### src/rtl/piece_queue_gen_pkg.sv
// Shared game-logic types and constants for the next-piece queue and its
// bag randomizer.
package piece_queue_gen_pkg;

  typedef enum logic [2:0] {
    BLANK = 3'd0,
    I     = 3'd1,
    O     = 3'd2,
    T     = 3'd3,
    J     = 3'd4,
    L     = 3'd5,
    S     = 3'd6,
    Z     = 3'd7
  } tile_type_t;

  localparam int unsigned NEXT_PIECES_COUNT = 6;
  localparam logic [6:0]  BAG_FULL          = 7'h7F;
  localparam logic [15:0] LFSR_MASK         = 16'hB400;

endpackage

### src/rtl/piece_queue_gen_bag_select.sv
// Combinational 7-bag draw: picks one remaining piece using the low LFSR byte
// and returns the bag with that piece removed (reloaded once empty).
module bag_select
  import piece_queue_gen_pkg::*;
(
  input  logic [6:0] bag,
  input  logic [7:0] lfsr_lo,
  output tile_type_t piece,
  output logic [6:0] bag_next
);

  logic [3:0]  n;
  logic [10:0] prod;
  logic [2:0]  k;
  logic [2:0]  cnt;
  logic [2:0]  sel_idx;
  logic [6:0]  bag_cleared;

  always_comb begin
    n = '0;
    for (int unsigned i = 0; i < 7; i++) begin
      n = n + 4'(bag[i]);
    end

    // Scale the byte into 0..n-1 without a divider.
    prod = 11'(lfsr_lo) * 11'(n);
    k    = prod[10:8];

    cnt     = '0;
    sel_idx = '0;
    for (int unsigned i = 0; i < 7; i++) begin
      if (bag[i]) begin
        if (cnt == k) begin
          sel_idx = 3'(i);
        end
        cnt = cnt + 3'd1;
      end
    end

    piece       = tile_type_t'(3'(sel_idx + 3'd1));
    bag_cleared = bag & ~(7'd1 << sel_idx);
    bag_next    = (bag_cleared == '0) ? BAG_FULL : bag_cleared;
  end

endmodule

### src/rtl/piece_queue_gen.sv
// Upcoming-tetromino queue fed by a 7-bag randomizer over a free-running
// Galois LFSR; fills after reset/restart, then shifts one piece per pop.
module piece_queue_gen
  import piece_queue_gen_pkg::*;
#(
  parameter int unsigned QUEUE_DEPTH = NEXT_PIECES_COUNT,
  parameter logic [15:0] LFSR_SEED   = 16'hACE1
) (
  input  logic       clk,
  input  logic       rst_l,
  input  logic       restart,
  input  logic [15:0] seed,
  input  logic       pop,
  output tile_type_t pieces_queue [QUEUE_DEPTH],
  output tile_type_t next_piece,
  output logic       queue_valid
);

  localparam int unsigned CW = $clog2(QUEUE_DEPTH + 1);

  typedef enum logic {FILL, READY} state_t;

  state_t      state;
  logic [15:0] lfsr;
  logic [15:0] lfsr_next;
  logic [6:0]  bag;
  logic [6:0]  bag_next;
  logic [CW-1:0] fill_count;
  tile_type_t  draw_piece;

  bag_select u_bag_select (
    .bag      (bag),
    .lfsr_lo  (lfsr[7:0]),
    .piece    (draw_piece),
    .bag_next (bag_next)
  );

  assign lfsr_next  = {1'b0, lfsr[15:1]} ^ (lfsr[0] ? LFSR_MASK : '0);
  assign next_piece = pieces_queue[0];

  always_ff @(posedge clk or negedge rst_l) begin
    if (!rst_l) begin
      state       <= FILL;
      lfsr        <= LFSR_SEED;
      bag         <= BAG_FULL;
      fill_count  <= '0;
      queue_valid <= 1'b0;
      for (int unsigned i = 0; i < QUEUE_DEPTH; i++) begin
        pieces_queue[i] <= BLANK;
      end
    end else if (restart) begin
      state       <= FILL;
      lfsr        <= (seed == '0) ? LFSR_SEED : seed;
      bag         <= BAG_FULL;
      fill_count  <= '0;
      queue_valid <= 1'b0;
      for (int unsigned i = 0; i < QUEUE_DEPTH; i++) begin
        pieces_queue[i] <= BLANK;
      end
    end else begin
      lfsr <= lfsr_next;
      case (state)
        FILL: begin
          for (int unsigned i = 0; i < QUEUE_DEPTH; i++) begin
            if (fill_count == CW'(i)) begin
              pieces_queue[i] <= draw_piece;
            end
          end
          bag        <= bag_next;
          fill_count <= fill_count + 1'b1;
          if (fill_count == CW'(QUEUE_DEPTH - 1)) begin
            state       <= READY;
            queue_valid <= 1'b1;
          end
        end
        READY: begin
          if (pop) begin
            for (int unsigned i = 0; i + 1 < QUEUE_DEPTH; i++) begin
              pieces_queue[i] <= pieces_queue[i+1];
            end
            pieces_queue[QUEUE_DEPTH-1] <= draw_piece;
            bag <= bag_next;
          end
        end
        default: state <= FILL;
      endcase
    end
  end

endmodule

### config.mk
export PLATFORM = sky130hd
export DESIGN_NAME = piece_queue_gen
export DESIGN_NICKNAME = d
export VERILOG_FILES = /design/src/rtl/piece_queue_gen_pkg.sv /design/src/rtl/piece_queue_gen_bag_select.sv /design/src/rtl/piece_queue_gen.sv
export SDC_FILE = /design/constraint.sdc
export NUM_CORES = 1
export LEC_CHECK = 0
export BUFFER_PORTS_ARGS = -buffer_cell sky130_fd_sc_hd__buf_4
export CAP_MARGIN = 20
export CORE_ASPECT_RATIO = 1.2
export CORE_MARGIN = 2
export CORE_UTILIZATION = 50
export CTS_BUF_LIST = sky130_fd_sc_hd__clkbuf_8
export CTS_CLUSTER_DIAMETER = 150
export DETAILED_ROUTE_END_ITERATION = 10
export PLACE_DENSITY = 0.75
export SYNTH_ARGS = -nofsm -noshare
export SYNTH_HDL_FRONTEND = slang
export SYNTH_HIERARCHICAL = 1
export SYNTH_SLANG_ARGS = --single-unit
### constraint.sdc
create_clock -name clk -period 8.5 [get_ports clk]
set_clock_uncertainty 0.15 [all_clocks]
set_input_delay 0 -clock clk [delete_from_list [all_inputs] [get_ports clk]]
set_output_delay 0 -clock clk [all_outputs]
set_load 0.01 [all_outputs]
==> results.json <==
{
  "insertedDiodeCount": 0,
  "syn_avg_cell_area_um2": 9.626,
  "grt_usage_pct": 20.58,
  "die_h_um": 100.6,
  "clk_latency_ns": 0.30,
  "path_buf_inv": 5,
  "wirelength_um": 8448,
  "final_common_cell": "buf_4",
  "hold_depth": 2,
  "drt_iter0_drc": 160,
  "reg2reg_slack_ns": 0.43,
  "numCtsBuffers": 5,
  "cp_top_family": "adder cells",
  "vias": 3118,
  "min_period_over_period_pct": 94.95,
  "cp_max_fo": 9,
  "drive_above_1_share_pct": 25.83,
  "synth_nets": 465,
  "rows": 35,
  "nets": 513,
  "synth_edf_count": 0,
  "rsz0062_at_grt": "no",
  "core_mm2": 0.007620,
  "htree_levels": 2,
  "critPathKind": "reg2reg",
  "nFillCells": 659,
  "r2r_end": "bag[0]",
  "r2r_cells": 29,
  "dp.final_hpwl_um": 6124,
  "cp.required_ns": 8.59,
  "fin_tns_setup_ns": 0,
  "dieWidth_um": 84.51,
  "grt_overflow": 0,
  "cap_violations": 0,
  "r2r-start": "bag[3]",
  "setup_viol": 0,
  "grt_pass1_vias": 3215,
  "end_kind": "flip-flop",
  "period_minus_slack_ns": 8.071,
  "seq_area_frac_synth_pct": 30.08,
  "max_freq_mhz": 123.9,
  "clock_sinks": 46,
  "relSlewSlack_pct": 40.04,
  "start_util_pct": 51.03,
  "hp-class": "in2reg",
  "clockBufferDepth": 2,
  "cpMaxStageDelayCell": "dfstp_2",
  "io_pins": 42,
  "min_to": "queue_valid",
  "viasPerCell": 5.721,
  "area_growth_pct": 16.92,
  "grt_pass1_wl_um": 14370,
  "root_buffer": "clkbuf_8",
  "yosys_most_used_dff": "dfrtp_1",
  "grt_max_degree": 51,
  "hp-start": "restart",
  "final_cell_mix": "43 x buf_4, 40 x nand2_1, 39 x inv_1",
  "first_pass_iters": 4,
  "clk_pin_slew_worst_paths_ns": 0.08,
  "hold_violations": 0,
  "ant_nets": 0,
  "synth_area_mm2": 0.003889,
  "yosys_warnings": 6,
  "ys_seq_elements": 46,
  "cpPeakStageDelay_ns": 0.64,
  "start_kind": "flip-flop",
  "drc": 0,
  "gp_congestion": 0.8699,
  "synth-async-reset-ratio_pct": 100.0,
  "cts_tree": "built",
  "synth_cells": 404,
  "synthDistinctLibCells": 74,
  "portBuffers": 41,
  "die-area_mm2": 0.008502,
  "slew_viol_final": 0,
  "status": "finished, final reports clean",
  "tightest_slew_ns": 0.8994,
  "critPathArrivalTime_ns": 8.16,
  "wl_per_cell_um": 15.50,
  "antenna_found_initial": 0,
  "postLayoutCoreUtil_pct": 59.67
}
[worst register-to-register path, delay by kind of cell (launching register included)]
family                   cells  cell delay (ns)
AND/OR/NAND/NOR              8             1.97
AO/OA/AOI/OAI                7             1.51
flip-flops                   1             0.64
adder cells (fa/ha/maj)      9             3.35
buffers and inverters        5             0.40
[repair_timing]
item,CTS,global route
setup buffers,0,1
resized for setup,0,3
hold buffers,17,0
setup endpoints to repair,0,7
endpoints found under the hold margin,62,0
[synth_stat cells, types with 9 or more instances]
library cell	count	area share, %
mux2_2	27	7.8
inv_1	39	3.8
a211o_1	9	2.0
clkbuf_1	9	0.87
ha_1	32	10
nor2_1	15	1.4
fa_1	9	4.6
dfrtp_1	31	20
dfstp_2	15	10
xnor2_1	10	2.3
nand2b_1	9	1.4
nand2_1	40	3.9
nor2b_1	27	4.3
a21oi_1	26	3.3
[cell type report]
class	count	area [um^2]	share of cell area (%)
sequential	46	1170	25.73
clock buffer	6	82.58	1.816
multi-input combinational	300	2480	54.54
timing repair buffer	60	493.0	10.84
inverter	39	146.4	3.220
tap	92	115.1	2.532
clock inverter	2	60.06	1.321
[state kept, by name (all words and copies together), names as in the netlist]
signal	cells
pieces_queue	15
queue_valid	1
bag	7
lfsr	16
next_piece	3
state	1
fill_count	3
[kinds of logic after synthesis]
group | count (synthesis) | synth area share [%]
XOR/XNOR | 19 | 4.858
flip-flops | 46 | 30.08
buffers and inverters | 58 | 6.434
AO/OA/AOI/OAI | 83 | 16.44
adder cells (fa/ha/maj) | 41 | 14.93
multiplexers | 29 | 8.333
AND/OR/NAND/NOR | 128 | 18.92
[how the worst max path moves through the flow]
stage                start      to  slack [ns]  depth (start not counted)
floorplan           bag[1]  bag[4]        0.88                         28
global placement    bag[3]  bag[4]        0.49                         27
detailed placement  bag[3]  bag[4]        0.37                         27
CTS                 bag[3]  bag[4]        0.30                         27
global route        bag[3]  bag[0]        0.05                         29
finish              bag[3]  bag[0]        0.43                         29
[metrics by stage]
stage	area [um^2]	worst slack [ns]	hold slack [ns]	std cells
6_report	4547	0.4292	0.005861	545
4_1_cts	4528	0.3024	0.007011	544
2_1_floorplan	3889	0.8790	-0.4456	404
3_3_place_gp	4215	0.4948	-0.1217	519
5_1_grt	4547	0.05298	0.04894	545
3_5_place_dp	4215	0.3656	-0.1149	519
[layer usage]
| layer | wire [um] | up-vias | part of all wire, % | GRT usage [%] |
|---|---|---|---|---|
| met2 | 4375 | 77 | 52 | 37.19 |
| met5 | 0 | - | 0 | 0 |
| met4 | 242 | 0 | 2.9 | 8.913 |
| li1 | - | 1506 | - | - |
| met3 | 332 | 20 | 3.9 | 3.030 |
| met1 | 3497 | 1515 | 41 | 24.21 |
Power is left out: the tool's default activity adds up to more than one toggle a clock period on the data nets, which glitch-free logic cannot reach.
